### src/rtl/video_sequencer.sv
// Character-slot sequencer: a free-running slot counter that times VRAM fetch,
// character ROM read, pixel pipeline advance, CRTC clock and ISA bus admission.
module video_sequencer #(
  parameter int SEQ_W      = 5,
  parameter int PERIOD     = 18,
  parameter int ROM_SLOT   = 1,
  parameter int READ_START = 1,
  parameter int READ_END   = 4,
  parameter int CHAR_SLOT  = 3,
  parameter int ATT_SLOT   = 4,
  parameter int ISA_START  = 6,
  parameter int ISA_END    = 16,
  parameter int ISA_LEN    = 3
) (
  input  logic             clk,
  input  logic             reset_n,
  input  logic             mode_slow,
  input  logic             isa_req,
  output logic [SEQ_W-1:0] clk_seq,
  output logic             phase,
  output logic             vram_read,
  output logic             vram_read_a0,
  output logic             vram_read_char,
  output logic             vram_read_att,
  output logic             charrom_read,
  output logic             disp_pipeline,
  output logic             crtc_clk,
  output logic             isa_op_enable,
  output logic             isa_grant,
  output logic             isa_busy
);

  // Slot constants held one bit wider than the counter so that ISA_END == PERIOD
  // and the fit sum never wrap.
  localparam logic [SEQ_W:0]   LAST_X  = (SEQ_W+1)'(PERIOD - 1);
  localparam logic [SEQ_W:0]   ROM_X   = (SEQ_W+1)'(ROM_SLOT);
  localparam logic [SEQ_W:0]   RS_X    = (SEQ_W+1)'(READ_START);
  localparam logic [SEQ_W:0]   RE_X    = (SEQ_W+1)'(READ_END);
  localparam logic [SEQ_W:0]   CHR_X   = (SEQ_W+1)'(CHAR_SLOT);
  localparam logic [SEQ_W:0]   ATT_X   = (SEQ_W+1)'(ATT_SLOT);
  localparam logic [SEQ_W:0]   IS_X    = (SEQ_W+1)'(ISA_START);
  localparam logic [SEQ_W:0]   IE_X    = (SEQ_W+1)'(ISA_END);
  localparam logic [SEQ_W:0]   LEN_X   = (SEQ_W+1)'(ISA_LEN);
  localparam logic [SEQ_W-1:0] LEN_M1  = SEQ_W'(ISA_LEN - 1);

  logic [SEQ_W-1:0] seq_nxt;
  logic [SEQ_W-1:0] busy_cnt;
  logic [SEQ_W-1:0] busy_nxt;
  logic [SEQ_W:0]   seq_x;
  logic             mode_q;
  logic             mode_nxt;
  logic             phase_nxt;
  logic             crtc_nxt;
  logic             wrap;
  logic             fetch_en;
  logic             low_seg;
  logic             fit;

  function automatic logic in_range(input logic [SEQ_W:0] v,
                                    input logic [SEQ_W:0] lo,
                                    input logic [SEQ_W:0] hi);
    return (v >= lo) && (v <= hi);
  endfunction

  // An operation may start only if its last cycle still lies inside the window.
  function automatic logic op_fits(input logic [SEQ_W:0] v);
    return (v + LEN_X) <= IE_X;
  endfunction

  assign seq_x = {1'b0, clk_seq};
  assign wrap  = (seq_x == LAST_X);

  always_comb begin
    seq_nxt   = clk_seq + 1'b1;
    mode_nxt  = mode_q;
    phase_nxt = phase;
    crtc_nxt  = 1'b0;
    busy_nxt  = busy_cnt;
    if (wrap) begin
      seq_nxt   = '0;
      mode_nxt  = mode_slow;
      phase_nxt = mode_slow & ~phase;
      crtc_nxt  = ~(mode_slow & ~phase);
    end
    if (isa_grant) begin
      busy_nxt = LEN_M1;
    end else if (busy_cnt != '0) begin
      busy_nxt = busy_cnt - 1'b1;
    end
  end

  always_ff @(posedge clk or negedge reset_n) begin
    if (!reset_n) begin
      clk_seq  <= '0;
      phase    <= 1'b0;
      mode_q   <= 1'b0;
      crtc_clk <= 1'b0;
      busy_cnt <= '0;
    end else begin
      clk_seq  <= seq_nxt;
      phase    <= phase_nxt;
      mode_q   <= mode_nxt;
      crtc_clk <= crtc_nxt;
      busy_cnt <= busy_nxt;
    end
  end

  // Phase 1 of half-rate mode fetches nothing, so its low segment joins the ISA window.
  assign fetch_en = ~mode_q | ~phase;
  assign low_seg  = mode_q & phase & (seq_x < IS_X);

  assign vram_read      = fetch_en & in_range(seq_x, RS_X, RE_X);
  assign charrom_read   = fetch_en & (seq_x == ROM_X);
  assign vram_read_char = fetch_en & (seq_x == CHR_X);
  assign vram_read_a0   = fetch_en & (seq_x == CHR_X);
  assign vram_read_att  = fetch_en & (seq_x == ATT_X);
  assign disp_pipeline  = fetch_en & (seq_x == ATT_X);

  assign isa_op_enable = ((seq_x >= IS_X) && (seq_x < IE_X)) || low_seg;
  assign fit           = low_seg | op_fits(seq_x);
  assign isa_busy      = (busy_cnt != '0);
  assign isa_grant     = isa_req & ~isa_busy & isa_op_enable & fit;

endmodule
### config.mk
export PLATFORM = sky130hd
export DESIGN_NAME = video_sequencer
export DESIGN_NICKNAME = d
export VERILOG_FILES = /design/src/rtl/video_sequencer.sv
export SDC_FILE = /design/constraint.sdc
export NUM_CORES = 1
export LEC_CHECK = 0
export BUFFER_PORTS_ARGS = -buffer_cell sky130_fd_sc_hd__buf_2
export CAP_MARGIN = 20
export CELL_PAD_IN_SITES_DETAIL_PLACEMENT = 0
export CELL_PAD_IN_SITES_GLOBAL_PLACEMENT = 1
export CORE_UTILIZATION = 41
export CTS_CLUSTER_DIAMETER = 80
export CTS_CLUSTER_SIZE = 40
export DETAILED_ROUTE_END_ITERATION = 7
export PLACE_DENSITY_LB_ADDON = 0.15
export SLEW_MARGIN = 30
export SYNTH_ARGS = -nofsm -noshare
export SYNTH_HDL_FRONTEND = slang
export SYNTH_SLANG_ARGS = --single-unit
### constraint.sdc
create_clock -name clk -period 2.76 [get_ports clk]
set_clock_uncertainty 0.15 [all_clocks]
set_input_delay 0.276 -clock clk [delete_from_list [all_inputs] [get_ports clk]]
set_output_delay 0.276 -clock clk [all_outputs]
set_load 0.02 [all_outputs]
# == Yosys cells after proc, flatten, opt, wreduce, memory -nomap -nowiden ==
# Index checks and enable logic that the tools add are counted.
# word_totals
wordCells,43
ff_bits,13
out_inout_bits,16
# op_classes
add_sub_neg,3
bitwise,16
reduce_logical,5
mux,4
n_eq_ne,4
order_cmp,6
# ops
cell,n
5-bit two-way mux,3
1-bit bitwise AND,10
5-bit by 2-bit adder with 6-bit output (second input constant),1
6-bit by 5-bit <= comparator with 1-bit output (second input constant),1
5-bit by 1-bit adder with 5-bit output (second input constant),1
5-bit by 1-bit == test with 1-bit output (second input constant),1
5-bit by 2-bit == test with 1-bit output (second input constant),1
5-bit by 3-bit == test with 1-bit output (second input constant),1
5-bit == test (second input constant),1
5-bit by 1-bit >= comparator with 1-bit output (second input constant),1
5-bit by 3-bit >= comparator with 1-bit output (second input constant),1
5-bit by 3-bit <= comparator with 1-bit output (second input constant),1
5-bit by 3-bit less-than comparator with 1-bit output (second input constant),1
5-bit less-than comparator (second input constant),1
5-bit nonzero test,1
5-bit by 1-bit subtractor with 5-bit output (second input constant),1
1-bit inverter,4
1-bit logical AND,2
1-bit bitwise OR,2
2-bit nonzero test,1
1-bit logical OR,1
1-bit two-way mux,1

# == Longest topological paths before layout ==
# Gate-level depths: netlist of run 1.
# logic_depth
ltp_word,6
depth_mapped,6

# == Least setup slack after synthesis of run 1 ==
# OpenSTA, ideal clock, no wires.
# synth_timing
kind,flip-flop to output port
from,register clk_seq[1]
to,output isa_grant
setup_slack_ps,661
required_ps,2334
stages_incl_launch_ff,7
n_path_buf,0
arrival_time_ps,1673
path_cell_list,dfrtp_1 > inv_1 > ha_1 > nor2b_1 > o211a_1 > o311ai_4 > nor2_1
# synth_between
elab_chain_len,5
elab_cells_between_ends,11
classes_between,add/sub (1); order compare (4); bitwise (4); reduce/logical (2)
# synth_rtl
item,line,text
from (decl),19,"output logic [SEQ_W-1:0] clk_seq,"
from (signal assigned),100,clk_seq <= seq_nxt;
"parallel branches: the longest is 4 deep, another holds 5-bit by 2-bit adder with 6-bit output",--,
1-bit bitwise AND *,122,assign isa_grant = isa_req & ~isa_busy & isa_op_enable & fit;
to (decl),29,"output logic isa_grant,"
# Every way passes the cells marked *.

# == Final worst setup path of run 1 ==
# layout_timing
from,register clk_seq[0]
to,output isa_grant
# The elaborated chain is that of the path after synthesis.

==> flow_summary.toml, run 1 <==
[cells_and_area]
syn2layout_area_growth_pct = 15.2
drive_above_1_share = 0.276
n_antenna_cell = 0
fin_nets = 116

[place]
port_buffers = 19
dp_hpwl_um = 1200
dpl_worst_slack_ns = 0.628
gp_congestion = 0.779

[floorplan]
dieArea_um2 = 2190
die_h_um = 46.8
core_area_um2 = 1800
io_pins = 20
initial_utilization = 0.456
die_x_um = 46.8
placementRows = 15

[synth]
synth_common_cells = "dfrtp_1, nor2_1, a21oi_1, ha_1, nand2_1"
synth_most_common_cell = "dfrtp_1"
syn_avg_cell_area_um2 = 9.56
synth_cells = 86
ys_warn_count = 0
synth.area.top_cells = "dfrtp_1, ha_1, nor2_1"
ys_async_sr_fraction = 1.00
synth-main-ff-cell = "dfrtp_1"
syn-num-nets = 96
synth_top_area_share = 0.396
synth_edf_count = 0
ys_types = 30
synth-seq-cells = 13
synth_area_um2 = 822
synth_area_leader_cell = "dfrtp_1"
yosysSeqAreaShare = 0.396

[sta]
relSlewSlack = 0.737
finalSetupViolCount = 0
min_period_ns = 2.44
fin_tns_setup_ns = 0
worstMarginPinSlew_ns = 0.395
rsz0062_at_grt = "false"
fin_crit_sh = 0.883
hold_viol_final = 0
slew_violations = 0
max_clock_freq_ghz = 0.410
worst_slack_ns = 0.323

[grt]
grt_pass1_vias = 584
grt_util_all_layers = 0.184
grt_pass1_wl_um = 2730
antenna_found_initial = 0
grt_max_degree = 14
grt_overflow = 0

[setup_path]
path_class = "reg -> out"
crit_chain = "inv_1 -> ha_1 -> nor2b_1 -> a31o_1 -> o311ai_4 -> nor2_1 -> buf_2"
crit_buf_inv = 2
ff2ff_setup_slack_ns = 0.87
critPathTopFamily = "compound AO/OA/AOI/OAI gates"
cp.arrival_ns = 2.01
path_max_fanout = 10
max_stage_delay_ns = 0.51
required_ns = 2.33
critPathSlowestCell = "dfrtp_1"
crit_path_end_kind = "output pin"
crit_path_start_kind = "flop"

[drt]
drt_first_iter_violations = 16
routed_wl_um = 1580
drc = 0
antenna_left = 0
drt_pre_antenna_iters = 4
post_drt_wl_per_cell_um = 12.1
viasPerCell = 5.15
vias = 669

[cts]
cts_root_buffer = "clkbuf_4"
clockBufferDepth = 2
tritoncts = "built"
htreeDepth = 1
insertion_delay_ns = 0.28
numCtsBuffers = 3
clock_sinks = 13
post_cts.repair.setup_buffers = 0
path_clk_slew_ns = 0.08

[pwr]
p_leak_nw = 0.473
vdd_ir_drop_max_uv = 351
p_per_area_nw_per_um2 = 608

[hold_path]
hold_class = "in -> reg"

[flow_run]
maxCapViolCount = 0

[run_status]
status = "finished clean"
[area by class of cell]
class                      instances  area [µm²]
tap                               25        31.3
inverter                           6        22.5
clock buffer                       3        22.5
multi-input combinational         62         435
clock inverter                     1        5.00
timing repair buffer              20         105
sequential                        13         325
fill                             188         855
[worst register-to-register path: stages (launching register included)]
cell and delay [ns]:
dfrtp_1 0.51, inv_1 0.08, ha_1 0.24, nor2b_1 0.14
a31o_1 0.22, o311ai_4 0.31, o21ai_1 0.11
[what timing repair did]
action | in CTS | in global routing
endpoints found under the hold margin | 13 | 0
resized for setup | 0 | 0
hold buffers | 1 | 0
[cell usage in the layout (no fill, tap or decap), types with 3 or more instances in the layout]
cell type | synthesis | routed
buf_2 | 1 | 19
ha_1 | 6 | 6
dfrtp_1 | 13 | 13
nor3_1 | 5 | 5
and3_1 | 3 | 3
a21oi_1 | 6 | 6
clkbuf_4 | 0 | 3
nand2_1 | 6 | 6
nor2_1 | 9 | 9
xnor2_1 | 3 | 3
inv_1 | 5 | 5
a21o_1 | 4 | 4
[stage by stage]
stage               utilization  instances  hold WS (ns)  power (mW)  area, µm²
finish                    0.526        130        0.0321       0.576        947
global route              0.526        130        0.0290       0.631        947
CTS                       0.526        130        0.0262       0.588        947
detailed placement        0.505        125        0.0234       0.467        910
global placement          0.505        125        0.0210       0.457        910
floorplan                     -         86        -0.170       0.416        822
[layer usage]
| metal | wire length (µm) | vias to the layer above | global-route usage |
|---|---|---|---|
| met2 | 700 | 20 | 0.272 |
| met1 | 800 | 315 | 0.269 |
| li1 | - | 331 | - |
| met3 | 56 | 3 | 0.0346 |
| met5 | 0 | - | 0 |
| met4 | 20 | 0 | 0.0686 |
[power breakdown]
| group | internal, mW | total [mW] | leakage [nW] | switching, mW |
|---|---|---|---|---|
| sequential | 0.231 | 0.275 | 0.153 | 0.0440 |
| combinational | 0.0883 | 0.183 | 0.303 | 0.0943 |
| clock | 0.0538 | 0.118 | 0.0177 | 0.0644 |
| total | 0.373 | 0.576 | 0.473 | 0.203 |
[final timing paths]
kind	cells past startpoint	to	start
setup / recovery	7	isa_grant	clk_seq[0]
hold / removal	2	crtc_clk	mode_slow
setup reg to reg	6	busy_cnt[1]	clk_seq[0]
hold reg to reg	2	mode_q	mode_q
max in group asynchronous	2	busy_cnt[0]	reset_n
min in group asynchronous	2	mode_q	reset_n
[registers in the layout, indices dropped and copies added, names as in the netlist]
signal	count
crtc_clk	1
phase	1
mode_q	1
busy_cnt	5
clk_seq	5
[cell families (layout without fill, tap and decap cells)]
family | after synthesis | in the layout | share of synthesized area
simple gates | 35 | 35 | 0.236
xor+xnor | 3 | 3 | 0.0320
fa+ha+maj | 6 | 6 | 0.0913
flops | 13 | 13 | 0.396
compound gates | 18 | 18 | 0.170
buf+inv | 11 | 30 | 0.0746
Note: power is estimated with default switching activity, not from simulation.
==> inputs of run 2 (changes only) <==
--- a/config.mk
+++ b/config.mk
@@ -14,6 +14,7 @@
 export CTS_CLUSTER_SIZE = 40
 export DETAILED_ROUTE_END_ITERATION = 7
 export PLACE_DENSITY_LB_ADDON = 0.15
+export REMOVE_ABC_BUFFERS = 1
 export SLEW_MARGIN = 30
 export SYNTH_ARGS = -nofsm -noshare
 export SYNTH_HDL_FRONTEND = slang
==> run 2 against run 1 <==
  * First-iteration DRC count down 19%
  * Largest power group unchanged
  * Global-route usage down 2.0 points
  * Critical path depth stayed put
  * Sequential share of layout area stayed put
==> flow_summary.toml, run 2 (synthesized netlist as in run 1, its figures left out) <==
[floorplan]
dieArea_um2 = 2190
core_area_um2 = 1800
die_h_um = 46.8
die_x_um = 46.8
initial_utilization = 0.456
placementRows = 15
io_pins = 20

[setup_path]
required_ns = 2.33
ff2ff_setup_slack_ns = 0.87
ff2ff_path_depth = 6
path_class = "reg -> out"
reg2reg_from = "clk_seq[0]"
crit_path_end_kind = "output pin"
cp.arrival_ns = 2.03
startpoint = "clk_seq[0]"
path_max_fanout = 10
reg2reg_to = "busy_cnt[1]"
crit_path_start_kind = "flop"

[hold_path]
hold_end = "crtc_clk"
hold_class = "in -> reg"
hold_path.startpoint = "mode_slow"
hold_depth = 2

[pwr]
p_seq_frac = 0.479
vdd_ir_drop_max_uv = 320
p_sw_frac = 0.349
clockPowerShare = 0.214
p_leak_nw = 0.473
pwr-share-comb = 0.307
p_int_mw = 0.373
switching_power_mw = 0.200
p_per_area_nw_per_um2 = 605
power_mw = 0.573

[cells_and_area]
drive_above_1_share = 0.276
fin_nets = 116
final_cell_mix = "buf_2, dfrtp_1, nor2_1"
multi_input_area_um2 = 435
syn2layout_area_growth_pct = 15.2
ff_latch_area_um2 = 325
final_common_cell = "buf_2"
nFillCells = 190
n_antenna_cell = 0
fin_cells = 130
biggestRegsByFlops = "busy_cnt (5), clk_seq (5)"

[cts]
numCtsBuffers = 3
cts_root_buffer = "clkbuf_4"
insertion_delay_ns = 0.28
path_clk_slew_ns = 0.08
clock_sinks = 13
htreeDepth = 1
clockBufferDepth = 2
post_cts.repair.setup_buffers = 0
tritoncts = "built"

[sta]
fin_crit_sh = 0.891
finalSetupViolCount = 0
min_period_ns = 2.46
relSlewSlack = 0.746
max_clock_freq_ghz = 0.407
rsz0062_at_grt = "false"
worstMarginPinSlew_ns = 0.380
fin_tns_setup_ns = 0
slew_violations = 0
hold_viol_final = 0
worst_slack_ns = 0.300
whs_ns = 0.0176

[drt]
drc = 0
viasPerCell = 5.06
drt_first_iter_violations = 13
vias = 658
drt_pre_antenna_iters = 4
post_drt_wl_per_cell_um = 12.2
routed_wl_um = 1580
antenna_left = 0

[place]
dpl_worst_slack_ns = 0.623
gp_congestion = 0.756
dp_hpwl_um = 1180
dp.cells = 125
port_buffers = 19

[grt]
grt_util_all_layers = 0.164
grt_overflow = 0
grt_pass1_wl_um = 2460
antenna_found_initial = 0
grt_max_degree = 14
grt_pass1_vias = 585

[run_status]
status = "finished clean"

[flow_run]
maxCapViolCount = 0
run 2: cell counts in the layout (fill, tap and decap cells not counted):
No cell type changed its count.
run 2: worst max path at each step:
stage	endpoint	slack (ns)	depth (start not counted)
floorplan	disp_pipeline	0.60	4
global placement	isa_grant	0.69	7
detailed placement	isa_grant	0.62	7
CTS	isa_grant	0.30	7
global route	isa_grant	0.18	7
finish	isa_grant	0.30	7
run 2: timing repair:
item	4_1_cts	5_1_grt
resized for setup	0	0
setup endpoints to repair	0	0
hold buffers	1	0
hold endpoints to repair	13	0
run 2: layout make-up:
cell class / instances / area share
Multi-Input combinational cell: 62 / 0.460
Sequential cell: 13 / 0.343
Timing Repair Buffer: 20 / 0.111
Tap cell: 25 / 0.0330
Clock buffer: 3 / 0.0238
Inverter: 6 / 0.0238
Clock inverter: 1 / 0.00528
run 2: worst max-delay path, stage by stage (launching register included):
cell and delay [ns]:
dfrtp_1 0.52, inv_1 0.09, ha_1 0.25, nor2b_1 0.14, a31o_1 0.22, o311ai_4 0.31
nor2_1 0.06, buf_2 0.16
run 2: per-stage QoR:
stage / util / instance area, µm²
floorplan: - / 783
global placement: 0.505 / 910
detailed placement: 0.505 / 910
CTS: 0.526 / 947
global route: 0.526 / 947
finish: 0.526 / 947
run 2: per-layer routing:
metal / up-vias / global-route usage / share of wire
met5: - / 0 / 0
met4: 0 / 0.0857 / 0.018
met3: 3 / 0.0231 / 0.039
met2: 18 / 0.281 / 0.49
met1: 303 / 0.199 / 0.45
li1: 334 / - / -
run 2: power by group through the flow:
stage,combinational [mW],clock (mW),sequential [mW]
floorplan,0.144,0,0.272
global placement,0.178,0,0.278
detailed placement,0.180,0,0.279
CTS,0.182,0.129,0.275
global route,0.202,0.137,0.281
finish,0.176,0.123,0.274
